[src/rtl/ulpi_tx_arbiter.sv]
// ULPI link-side transmit controller: arbitrates PHY register writes and packet
// transmits onto the link-driven half of the ULPI bus and sequences CMD/DATA/STP.
module ulpi_tx_arbiter #(
    parameter int MAX_WAIT = 15,
    parameter int CNT_W    = 4
) (
    input  logic       clk,
    input  logic       rst,
    input  logic       ulpi_dir,
    input  logic       ulpi_nxt,
    output logic [7:0] ulpi_data_out,
    output logic       ulpi_stp,
    input  logic       reg_req,
    input  logic [5:0] reg_addr,
    input  logic [7:0] reg_wdata,
    output logic       reg_gnt,
    output logic       reg_done,
    input  logic       pkt_req,
    input  logic [3:0] pkt_pid,
    input  logic [7:0] pkt_data,
    input  logic       pkt_valid,
    input  logic       pkt_last,
    output logic       pkt_gnt,
    output logic       pkt_rd,
    output logic       pkt_done,
    output logic       abort
);

    typedef enum logic [2:0] {
        S_IDLE,
        S_CMD,
        S_DATA,
        S_STOP,
        S_ABORT,
        S_BUSY,
        S_TURN
    } state_t;

    // Handshakes: a byte on ulpi_data_out is taken by the PHY in any cycle with
    // ulpi_nxt=1; a payload byte is consumed (pkt_rd) only when pkt_valid=1 in
    // that same cycle. Requests stay high until their done pulse or abort.
    state_t           state_q, state_d;
    logic [CNT_W-1:0] cnt_q, cnt_d;
    logic             sel_pkt_q, sel_pkt_d;  // current / most recent grant: 1 = pkt

    always_ff @(posedge clk or posedge rst) begin
        if (rst) begin
            state_q   <= S_IDLE;
            cnt_q     <= '0;
            sel_pkt_q <= 1'b1;
        end else begin
            state_q   <= state_d;
            cnt_q     <= cnt_d;
            sel_pkt_q <= sel_pkt_d;
        end
    end

    always_comb begin
        state_d       = state_q;
        cnt_d         = '0;
        sel_pkt_d     = sel_pkt_q;
        ulpi_data_out = 8'h00;
        ulpi_stp      = 1'b0;
        reg_gnt       = 1'b0;
        pkt_gnt       = 1'b0;
        reg_done      = 1'b0;
        pkt_done      = 1'b0;
        pkt_rd        = 1'b0;
        abort         = 1'b0;

        case (state_q)
            S_IDLE: begin
                if (ulpi_dir) begin
                    state_d = S_BUSY;
                end else if (reg_req || pkt_req) begin
                    // On a tie, serve whoever did not have the bus last time.
                    sel_pkt_d = (reg_req && pkt_req) ? ~sel_pkt_q : pkt_req;
                    state_d   = S_CMD;
                end
            end

            S_CMD: begin
                reg_gnt       = ~sel_pkt_q;
                pkt_gnt       = sel_pkt_q;
                ulpi_data_out = sel_pkt_q ? {4'b0100, pkt_pid} : {2'b10, reg_addr};
                if (ulpi_dir) begin
                    abort   = 1'b1;
                    state_d = S_BUSY;
                end else if (ulpi_nxt) begin
                    state_d = S_DATA;
                end else if (cnt_q == CNT_W'(MAX_WAIT - 1)) begin
                    state_d = S_ABORT;
                end else begin
                    cnt_d = cnt_q + CNT_W'(1);
                end
            end

            S_DATA: begin
                reg_gnt       = ~sel_pkt_q;
                pkt_gnt       = sel_pkt_q;
                ulpi_data_out = sel_pkt_q ? pkt_data : reg_wdata;
                if (ulpi_dir) begin
                    // PHY took the bus: no stp, and the byte did not go out.
                    abort   = 1'b1;
                    state_d = S_BUSY;
                end else if (ulpi_nxt) begin
                    if (!sel_pkt_q) begin
                        state_d = S_STOP;
                    end else if (pkt_valid) begin
                        pkt_rd = 1'b1;
                        if (pkt_last) begin
                            state_d = S_STOP;
                        end
                    end else begin
                        state_d = S_ABORT;
                    end
                end
            end

            S_STOP: begin
                reg_gnt  = ~sel_pkt_q;
                pkt_gnt  = sel_pkt_q;
                ulpi_stp = 1'b1;
                reg_done = ~sel_pkt_q;
                pkt_done = sel_pkt_q;
                state_d  = ulpi_dir ? S_BUSY : S_TURN;
            end

            S_ABORT: begin
                // 0xFF with stp tells the PHY to discard the transfer.
                reg_gnt       = ~sel_pkt_q;
                pkt_gnt       = sel_pkt_q;
                ulpi_stp      = 1'b1;
                ulpi_data_out = 8'hFF;
                abort         = 1'b1;
                state_d       = ulpi_dir ? S_BUSY : S_TURN;
            end

            S_BUSY: begin
                if (!ulpi_dir) begin
                    state_d = S_TURN;
                end
            end

            S_TURN: begin
                state_d = S_IDLE;
            end

            default: begin
                state_d = S_IDLE;
            end
        endcase
    end

endmodule
[config.mk]
export PLATFORM = sky130hd
export DESIGN_NAME = ulpi_tx_arbiter
export DESIGN_NICKNAME = d
export VERILOG_FILES = /design/src/rtl/ulpi_tx_arbiter.sv
export SDC_FILE = /design/constraint.sdc
export NUM_CORES = 1
export LEC_CHECK = 0
export ABC_AREA = 1
export BUFFER_PORTS_ARGS = -buffer_cell sky130_fd_sc_hd__buf_2
export CORE_MARGIN = 1
export CORE_UTILIZATION = 39
export DETAILED_ROUTE_END_ITERATION = 16
export PLACE_DENSITY_LB_ADDON = 0.08
export RECOVER_POWER = 100
export REMOVE_ABC_BUFFERS = 1
export SLEW_MARGIN = 30
export SYNTH_ARGS = -nofsm -noshare
export SYNTH_HDL_FRONTEND = slang
export SYNTH_SLANG_ARGS = --single-unit
[constraint.sdc]
create_clock -name clk -period 1.37 [get_ports clk]
set_clock_uncertainty 0.2 [all_clocks]
set_input_delay 0 -clock clk [delete_from_list [all_inputs] [get_ports clk]]
set_output_delay 0 -clock clk [all_outputs]
set_load 0.02 [all_outputs]
==> results of run 1 <==
[per-stage QoR]
step                hold WS, ns   util
global route             0.0659  0.822
global placement         -0.246  0.623
detailed placement       -0.226  0.623
floorplan                -0.385      -
finish                   0.0170  0.822
CTS                      0.0114  0.780
[power by group]
part | switching [mW] | internal (mW) | total (mW) | leakage (nW)
registers | 0.0891 | 0.316 | 0.405 | 0.102
clock network | 0.0977 | 0.112 | 0.210 | 0.0150
logic | 1.66 | 1.49 | 3.15 | 0.792
[state kept, by name, indices dropped and copies added, names as in the netlist]
register	flops
state_q	3
cnt_q	4
sel_pkt_q	1
[final timing paths]
path                               endpoint  slack, ns  depth (start not counted)
max in group asynchronous         sel_pkt_q       0.64                          3
max                        ulpi_data_out[7]      -0.36                          5
min reg2reg                        cnt_q[0]       0.33                          2
min in group clk                 state_q[0]       0.02                          5
max reg2reg                      state_q[2]      -0.24                          8
min                              state_q[0]       0.02                          3
[cells by family after synthesis]
kind of cell	Yosys count
buffers and inverters	20
adder cells (fa/ha/maj)	2
XOR/XNOR	2
flip-flops	8
AO/OA/AOI/OAI	21
AND/OR/NAND/NOR	95
[synthesized netlist by cell type]
cell type / n
o31ai_1: 1
buf_2: 3
buf_6: 1
xor2_1: 1
xnor2_1: 1
nor3_1: 1
nand2_1: 51
buf_4: 1
a21oi_1: 9
nor2_1: 22
inv_1: 11
nand4_1: 3
a211o_1: 2
o21ai_1: 2
o211ai_1: 1
a22oi_1: 3
o21ai_0: 3
dfrtp_1: 7
nor2_2: 3
nand3_4: 1
nand3_2: 1
ha_1: 2
dfstp_2: 1
nand3_1: 12
inv_2: 4
or3_1: 1
[critical path: cells and delay by family, from the launching register on]
| kind | cells | cell delay [ns] |
|---|---|---|
| DFF | 1 | 0.40 |
| buffers and inverters | 2 | 0.30 |
| and+or+nand+nor | 3 | 0.55 |
[layer usage]
| layer | routed length [um] | up-vias |
|---|---|---|
| met5 | 0 | - |
| met3 | 200 | 4 |
| li1 | - | 647 |
| met1 | 1340 | 605 |
| met4 | 35 | 0 |
| met2 | 1640 | 58 |
[final cells by class]
type	count	area, um^2
Fill cell	125	360
Sequential cell	8	203
Tap cell	27	33.8
Multi-Input combinational cell	120	701
Timing Repair Buffer	84	634
Clock buffer	4	26.3
Inverter	15	63.8
[what timing repair did]
action | in CTS | in global routing
endpoints found under the hold margin | 14 | 0
endpoints found under the setup margin | 20 | 23
hold buffers | 5 | 0
gates resized for setup | 52 | 18
pin swaps | 14 | 8
buffers inserted | 9 | 2
==> flow_summary.json, run 1 <==
{
  "status": "complete, but fails checks",
  "violations": "setup timing",
  "crit_fanout": 7,
  "max_stage_delay_ns": 0.40,
  "fmax_mhz": 577,
  "p_total_mw": 3.77,
  "htreeDepth": 1,
  "final_layout_size_suffix_gt1_frac": 0.506,
  "rows": 16,
  "die_x_um": 49.2,
  "endpoint_kind": "output port",
  "die_h_um": 49.2,
  "synthSimpleGateAreaFrac": 0.472,
  "layoutNonFillerInstCount": 258,
  "synth.top_cell.area_share": 0.220,
  "synth_cells": 148,
  "grt_use_met3": 0.0498,
  "via_per_inst": 5.09,
  "crit_type": "register to output port",
  "slowest_stage": "dfrtp_1",
  "final_common_cell": "nand2_1",
  "dpl_cell_area_um2": 1260,
  "grt_max_degree": 9,
  "area_growth_pct": 91.1,
  "numCtsBuffers": 3,
  "crit_start": "state_q[0]",
  "mostFrequentLayoutCells": "nand2_1, buf_2, buf_4",
  "tritoncts": "built",
  "drv_cap": 0,
  "grt_use_met1": 0.318,
  "worst_slack_ns": -0.363,
  "grt_first_pass_wirelength_um": 5040,
  "synth_seq_cells": 8,
  "drc_errors": 0,
  "timing.final.crit_share": 1.26,
  "synth_top_family_by_area": "simple AND/OR/NAND/NOR gates",
  "die-area_um2": 2420,
  "ys_seq_area_frac": 0.232,
  "wirelength_um": 3220,
  "crit_chain": "buf_4 -> nand3_4 -> nor2_4 -> or3_1 -> buf_6",
  "insertedDiodeCount": 0,
  "nets": 268,
  "gp_congestion": 0.906,
  "hold_viol": 0,
  "fin_area_um2": 1660,
  "start_util": 0.430,
  "relSlewSlack": 0.773,
  "top_usage_layer": "met2",
  "rsz0062_at_grt": "true",
  "grt_use_total": 0.265,
  "synthDistinctLibCells": 26,
  "core_area_um2": 2020,
  "vias": 1314,
  "grt_pass1_vias": 1210,
  "synth_mux_area_frac": 0,
  "p_per_area_nw_per_um2": 2270,
  "avgSynthCellArea_um2": 5.88,
  "antenna_found_initial": 0,
  "dp.cells": 238,
  "clkSinkCount": 8,
  "firstDrtPassIters": 4,
  "synth_compound_area_frac": 0.144,
  "reg2reg_from": "state_q[2]",
  "overflow": 0,
  "synth-adder-area-share": 0.0288,
  "first_iter_violations": 31,
  "crit_arrival_ns": 1.53,
  "hpwlAfterDp_um": 2050,
  "hold_class": "primary input to async pin",
  "worstMarginPinSlew_ns": 0.341,
  "cp.required_ns": 1.17,
  "synth_xor_area_frac": 0.0201,
  "post-place-ws_ns": -0.144,
  "clkSlewWorstSetupHoldPaths_ns": 0.07,
  "cts_max_path_buffers": 2,
  "setup_viol": 23,
  "synth.area.top_cells": "nand2_1, dfrtp_1, nor2_1",
  "syn_area_um2": 870,
  "maxSlewViolCount": 0,
  "clk_latency_ns": 0.27,
  "cp-start-kind": "register",
  "p_leak_nw": 0.909,
  "yosysWarnings": 0,
  "drt.antenna.violating_nets": 0,
  "fin_crit_ns": 1.73,
  "gr-usage-met2": 0.479,
  "setup_tns_ns": -5.22,
  "ir_worst_vdd_mv": 1.58,
  "routedWlPerCell_um": 12.5,
  "io_buffer_count": 48,
  "ios": 49,
  "synth_top_area_cell": "nand2_1",
  "root_buffer": "clkbuf_4"
}
No activity file was read; power rests on OpenSTA's default activity.
==> run 2, diff against run 1 <==
--- a/config.mk
+++ b/config.mk
@@ -8,7 +8,7 @@
 export ABC_AREA = 1
 export BUFFER_PORTS_ARGS = -buffer_cell sky130_fd_sc_hd__buf_2
 export CORE_MARGIN = 1
-export CORE_UTILIZATION = 39
+export CORE_UTILIZATION = 47
 export DETAILED_ROUTE_END_ITERATION = 16
 export PLACE_DENSITY_LB_ADDON = 0.08
 export RECOVER_POWER = 100
==> constraint.sdc (replaced) <==
create_clock -name clk -period 2.1 [get_ports clk]
set_clock_uncertainty 0.2 [all_clocks]
set_input_delay 0 -clock clk [delete_from_list [all_inputs] [get_ports clk]]
set_output_delay 0 -clock clk [all_outputs]
set_load 0.02 [all_outputs]
==> run 2 against run 1 <==
Compared with the run above: the run now ends clean; sequential share of layout area grew 5.0 points; critical path type unchanged; setup slack improved by 0.44 ns; wire length fell by 22%; largest power group unchanged; cell count down 12%; critical endpoint is now ulpi_data_out[3]; power shrank 58%.
==> flow_summary.json, run 2 (synthesis results as in run 1) <==
{
  "firstDrtPassIters": 4,
  "core_area_um2": 1730,
  "rows": 15,
  "setup_tns_ns": 0,
  "grt_use_total": 0.261,
  "crit_type": "register to output port",
  "first_iter_violations": 39,
  "grt_pass1_vias": 1001,
  "p_per_area_nw_per_um2": 1320,
  "r2r_cells": 7,
  "routedWlPerCell_um": 11.1,
  "clkSlewWorstSetupHoldPaths_ns": 0.06,
  "area_growth_pct": 37.6,
  "top_register": "cnt_q",
  "drt.antenna.violating_nets": 0,
  "setup_viol": 0,
  "worstMarginPinSlew_ns": 0.362,
  "dpl_cell_area_um2": 1110,
  "wirelength_um": 2520,
  "fmax_mhz": 494,
  "endpoint_kind": "output port",
  "fill_cells": 174,
  "regArea_um2": 205,
  "final_common_cell": "nand2_1",
  "hold_depth": 6,
  "vias": 1146,
  "maxSlewViolCount": 0,
  "status": "complete, no violations",
  "overflow": 0,
  "clkSinkCount": 8,
  "reg_top3": "cnt_q: 4 flops, state_q: 3 flops, sel_pkt_q: 1 flops",
  "antenna_found_initial": 0,
  "grt_first_pass_wirelength_um": 3910,
  "dp.cells": 216,
  "timing.final.crit_share": 0.964,
  "insertedDiodeCount": 0,
  "reg2reg_from": "state_q[0]",
  "die-area_um2": 2030,
  "grt_max_degree": 17,
  "largest_reg_flops": 4,
  "drc_errors": 0,
  "drv_cap": 0,
  "cp-start-kind": "register",
  "start_util": 0.504,
  "multi_input_area_um2": 581,
  "fin_crit_ns": 2.02,
  "fin_area_um2": 1200,
  "p_total_mw": 1.58,
  "layoutNonFillerInstCount": 226,
  "hpwlAfterDp_um": 1960,
  "root_buffer": "clkbuf_4",
  "die_x_um": 45.0,
  "crit_fanout": 16,
  "p_leak_nw": 0.699,
  "die_h_um": 45.0,
  "crit_arrival_ns": 1.82,
  "whs_ns": 0.0289,
  "ir_worst_vdd_mv": 0.767,
  "ios": 49,
  "hold_class": "primary input to register",
  "cts_max_path_buffers": 2,
  "tritoncts": "built",
  "nets": 238,
  "r2r_setup_slack_ns": 0.42,
  "r2r_end": "state_q[0]",
  "hold_viol": 0,
  "clk_latency_ns": 0.26,
  "hp-start": "ulpi_nxt",
  "final_layout_size_suffix_gt1_frac": 0.308,
  "cp.required_ns": 1.90,
  "relSlewSlack": 0.759,
  "gp_congestion": 0.848,
  "via_per_inst": 5.07,
  "numCtsBuffers": 3,
  "crit_start": "sel_pkt_q",
  "hold_end": "state_q[2]",
  "htreeDepth": 1,
  "mostFrequentLayoutCells": "nand2_1, buf_2, nor2_1",
  "io_buffer_count": 48
}
run 2: worst max path at each step:
stage | to | slack (ns)
after CTS | ulpi_data_out[3] | 0.06
after floorplan | ulpi_data_out[6] | 0.54
after global routing | ulpi_data_out[3] | -0.01
after global placement | ulpi_data_out[0] | 0.37
after detailed placement | ulpi_data_out[3] | 0.25
final | ulpi_data_out[3] | 0.08
run 2: through the flow:
step | setup slack, ns | util
3_5_place_dp | 0.248 | 0.641
5_1_grt | -0.0130 | 0.693
3_3_place_gp | 0.372 | 0.641
2_1_floorplan | 0.541 | -
4_1_cts | 0.0585 | 0.681
6_report | 0.0763 | 0.693
run 2: routing by layer:
metal  vias to the layer above  wire, um  track usage
li1                        585         -            -
met1                       521      1020        0.312
met2                        38      1320        0.464
met3                         2       160       0.0640
met4                         0        15       0.0667
met5                         -         0            0
run 2: worst max-delay path, stage by stage (launching register included):
cell	delay, ns
dfstp_4	0.72
clkinvlp_4	0.12
buf_4	0.17
nor2_2	0.20
a22oi_1	0.12
nand2_1	0.08
buf_2	0.16
run 2: cell type report:
class	count	area share
inverter	15	0.0502
clock buffer	4	0.0220
timing repair buffer	54	0.245
tap	25	0.0262
sequential	8	0.172
multi-input combinational	120	0.485
run 2: what timing repair did:
item / 4_1_cts / 5_1_grt
gates resized for setup: 1 / 2
hold buffers: 4 / 0
hold endpoints to repair: 10 / 0
cloned: 0 / 0
endpoints found under the setup margin: 3 / 5
buffers inserted: 0 / 2
run 2: report_power, final:
group | switching [mW] | internal [mW] | leakage, nW
clock | 0.0557 | 0.0729 | 0.0150
combinational | 0.726 | 0.395 | 0.581
sequential | 0.116 | 0.211 | 0.103
==> run 3, diff against run 2 <==
--- a/config.mk
+++ b/config.mk
@@ -5,10 +5,9 @@
 export SDC_FILE = /design/constraint.sdc
 export NUM_CORES = 1
 export LEC_CHECK = 0
-export ABC_AREA = 1
 export BUFFER_PORTS_ARGS = -buffer_cell sky130_fd_sc_hd__buf_2
 export CORE_MARGIN = 1
-export CORE_UTILIZATION = 47
+export CORE_UTILIZATION = 43
 export DETAILED_ROUTE_END_ITERATION = 16
 export PLACE_DENSITY_LB_ADDON = 0.08
 export RECOVER_POWER = 100
==> constraint.sdc (replaced) <==
create_clock -name clk -period 2.2 [get_ports clk]
set_clock_uncertainty 0.2 [all_clocks]
set_input_delay 0 -clock clk [delete_from_list [all_inputs] [get_ports clk]]
set_output_delay 0 -clock clk [all_outputs]
set_load 0.02 [all_outputs]
==> run 3 against run 2 <==
Compared with the run above: setup slack better by 0.034 ns; global-route usage down 6.6 points; sequential share of layout area about the same; power down 1.1%; final area down 1.6%; first-iteration DRC count down 72%; cell count down 19%; critical path depth unchanged; worst hold slack worse by 0.021 ns; critical endpoint is now state_q[0]; largest cell class unchanged; largest power group unchanged.
==> flow_summary.json, run 3 <==
{
  "drc_errors": 0,
  "p_total_mw": 1.56,
  "hold_end": "state_q[1]",
  "tritoncts": "built",
  "synth_commonest_cells": "nor2_1, a21oi_1, mux2_2, o22ai_1",
  "whs_ns": 0.00798,
  "p_leak_nw": 0.574,
  "crit_fanout": 5,
  "io_buffer_count": 48,
  "layoutNonFillerInstCount": 183,
  "htreeDepth": 1,
  "insertedDiodeCount": 0,
  "antenna_found_initial": 0,
  "mostFrequentLayoutCells": "buf_2, nor2_1, a21oi_1",
  "grt_pass1_vias": 744,
  "area_growth_pct": 42.4,
  "ir_worst_vdd_mv": 0.761,
  "synth_most_common_cell": "nor2_1",
  "nets": 195,
  "p_per_area_nw_per_um2": 1320,
  "ctsResizeCount": 0,
  "endpoint_kind": "register",
  "root_buffer": "clkbuf_4",
  "die_x_um": 45.9,
  "status": "complete, no violations",
  "largest_reg_flops": 4,
  "cp-start-kind": "register",
  "max_stage_delay_ns": 0.52,
  "die-area_um2": 2100,
  "die_h_um": 45.9,
  "cp.required_ns": 2.13,
  "clkSlewWorstSetupHoldPaths_ns": 0.05,
  "maxSlewViolCount": 0,
  "synth.area.top_cells": "dfrtp_1, mux2_2, o22ai_1",
  "overflow": 0,
  "core_area_um2": 1760,
  "synth-edff-count": 0,
  "synth_top_area_cell": "dfrtp_1",
  "cts_max_path_buffers": 2,
  "synth_ff_type": "dfrtp_1",
  "r2r_end": "state_q[0]",
  "dpl_cell_area_um2": 1110,
  "crit_chain": "inv_1 -> ha_1 -> and3_1 -> or4_4 -> o211ai_2 -> mux2_1",
  "worstMarginPinSlew_ns": 0.479,
  "ios": 49,
  "crit_arrival_ns": 2.02,
  "hp-start": "pkt_last",
  "grt_use_total": 0.194,
  "setup_viol": 0,
  "crit_type": "register to register",
  "firstDrtPassIters": 4,
  "grt_first_pass_wirelength_um": 2970,
  "gp_congestion": 0.885,
  "hold_viol": 0,
  "final_layout_size_suffix_gt1_frac": 0.399,
  "relSlewSlack": 0.680,
  "numCtsBuffers": 3,
  "synthDistinctLibCells": 40,
  "top_register": "cnt_q",
  "r2r_cells": 6,
  "start_util": 0.469,
  "wirelength_um": 2070,
  "reg_top3": "cnt_q: 4 flops, state_q: 3 flops, sel_pkt_q: 1 flops",
  "fmax_mhz": 479,
  "rsz0062_at_grt": "false",
  "drt.antenna.violating_nets": 0,
  "async_flop_share": 1.00,
  "yosysWarnings": 0,
  "vias": 955,
  "r2r_setup_slack_ns": 0.11,
  "hpwlAfterDp_um": 1620,
  "fill_cells": 184,
  "ys_seq_area_frac": 0.244,
  "synth_cells": 103,
  "synth_seq_cells": 8,
  "rows": 15,
  "reg2reg_from": "cnt_q[0]",
  "synth.top_cell.area_share": 0.212,
  "syn_area_um2": 827,
  "first_iter_violations": 11,
  "dp.cells": 174,
  "drv_cap": 0,
  "hold_depth": 4,
  "hold_class": "primary input to register",
  "final_common_cell": "buf_2",
  "avgSynthCellArea_um2": 8.03,
  "clkSinkCount": 8,
  "routedWlPerCell_um": 11.3,
  "clk_latency_ns": 0.24,
  "via_per_inst": 5.22,
  "fin_crit_ns": 2.09,
  "fin_area_um2": 1180,
  "slowest_stage": "or4_4",
  "timing.final.crit_share": 0.950,
  "grt_max_degree": 22
}
run 3: logic make-up after synthesis:
kind of cell | Yosys count | synth area share
adder cells (fa/ha/maj) | 2 | 0.0303
XOR/XNOR | 3 | 0.0318
flip-flops | 8 | 0.244
AO/OA/AOI/OAI | 34 | 0.268
AND/OR/NAND/NOR | 32 | 0.204
buffers and inverters | 11 | 0.0514
multiplexers | 13 | 0.171
run 3: how the worst max path moves through the flow:
stage               start          endpoint  slack [ns]  depth (start not counted)
2_1_floorplan  state_q[0]        state_q[0]       -0.12                          4
3_3_place_gp   state_q[2]        state_q[0]        0.16                          4
3_5_place_dp     cnt_q[0]        state_q[0]        0.12                          6
4_1_cts          cnt_q[0]        state_q[0]        0.11                          6
5_1_grt         sel_pkt_q  ulpi_data_out[7]        0.02                          5
6_report         cnt_q[0]        state_q[0]        0.11                          6
run 3: routing by layer:
| metal | part of all wire | vias to the layer above | GRT usage |
|---|---|---|---|
| met4 | 0 | 0 | 0.0882 |
| met3 | 0.046 | 0 | 0.0238 |
| met5 | 0 | - | 0 |
| met2 | 0.51 | 28 | 0.327 |
| li1 | - | 495 | - |
| met1 | 0.45 | 432 | 0.245 |
run 3: final cells by class:
type	count	area (um^2)	area share
well taps	25	31.3	0.0266
clock buffers	4	26.3	0.0223
flip-flops and latches	8	201	0.171
multi-input cells	84	583	0.495
repair buffers	58	320	0.272
inverters	4	15.0	0.0128
run 3: metrics by stage:
stage / util / TNS (ns) / worst slack, ns
floorplan: - / -0.119 / -0.119
global placement: 0.628 / 0 / 0.161
detailed placement: 0.628 / 0 / 0.120
CTS: 0.672 / 0 / 0.111
global route: 0.667 / 0 / 0.0168
finish: 0.667 / 0 / 0.111
run 3: power by group:
group          switching (mW)  total, mW  internal, mW  leakage (nW)
combinational           0.706       1.20         0.499         0.457
sequential             0.0436      0.239         0.195         0.102
clock                  0.0455      0.115        0.0691        0.0150
total                   0.795       1.56         0.763         0.574
run 3: critical path: cells and delay by family (launching register included):
| family | cells | cell delay [ns] |
|---|---|---|
| DFF | 1 | 0.38 |
| AOI/OAI and AO/OA | 1 | 0.12 |
| adders and majority gates | 1 | 0.19 |
| and+or+nand+nor | 2 | 0.69 |
| buffers and inverters | 1 | 0.05 |
| muxes | 1 | 0.34 |
run 3: what timing repair did:
item                       CTS  global route
hold buffers                 5             0
setup endpoints to repair    0             0
hold endpoints to repair    14             0
buffers inserted             0             0
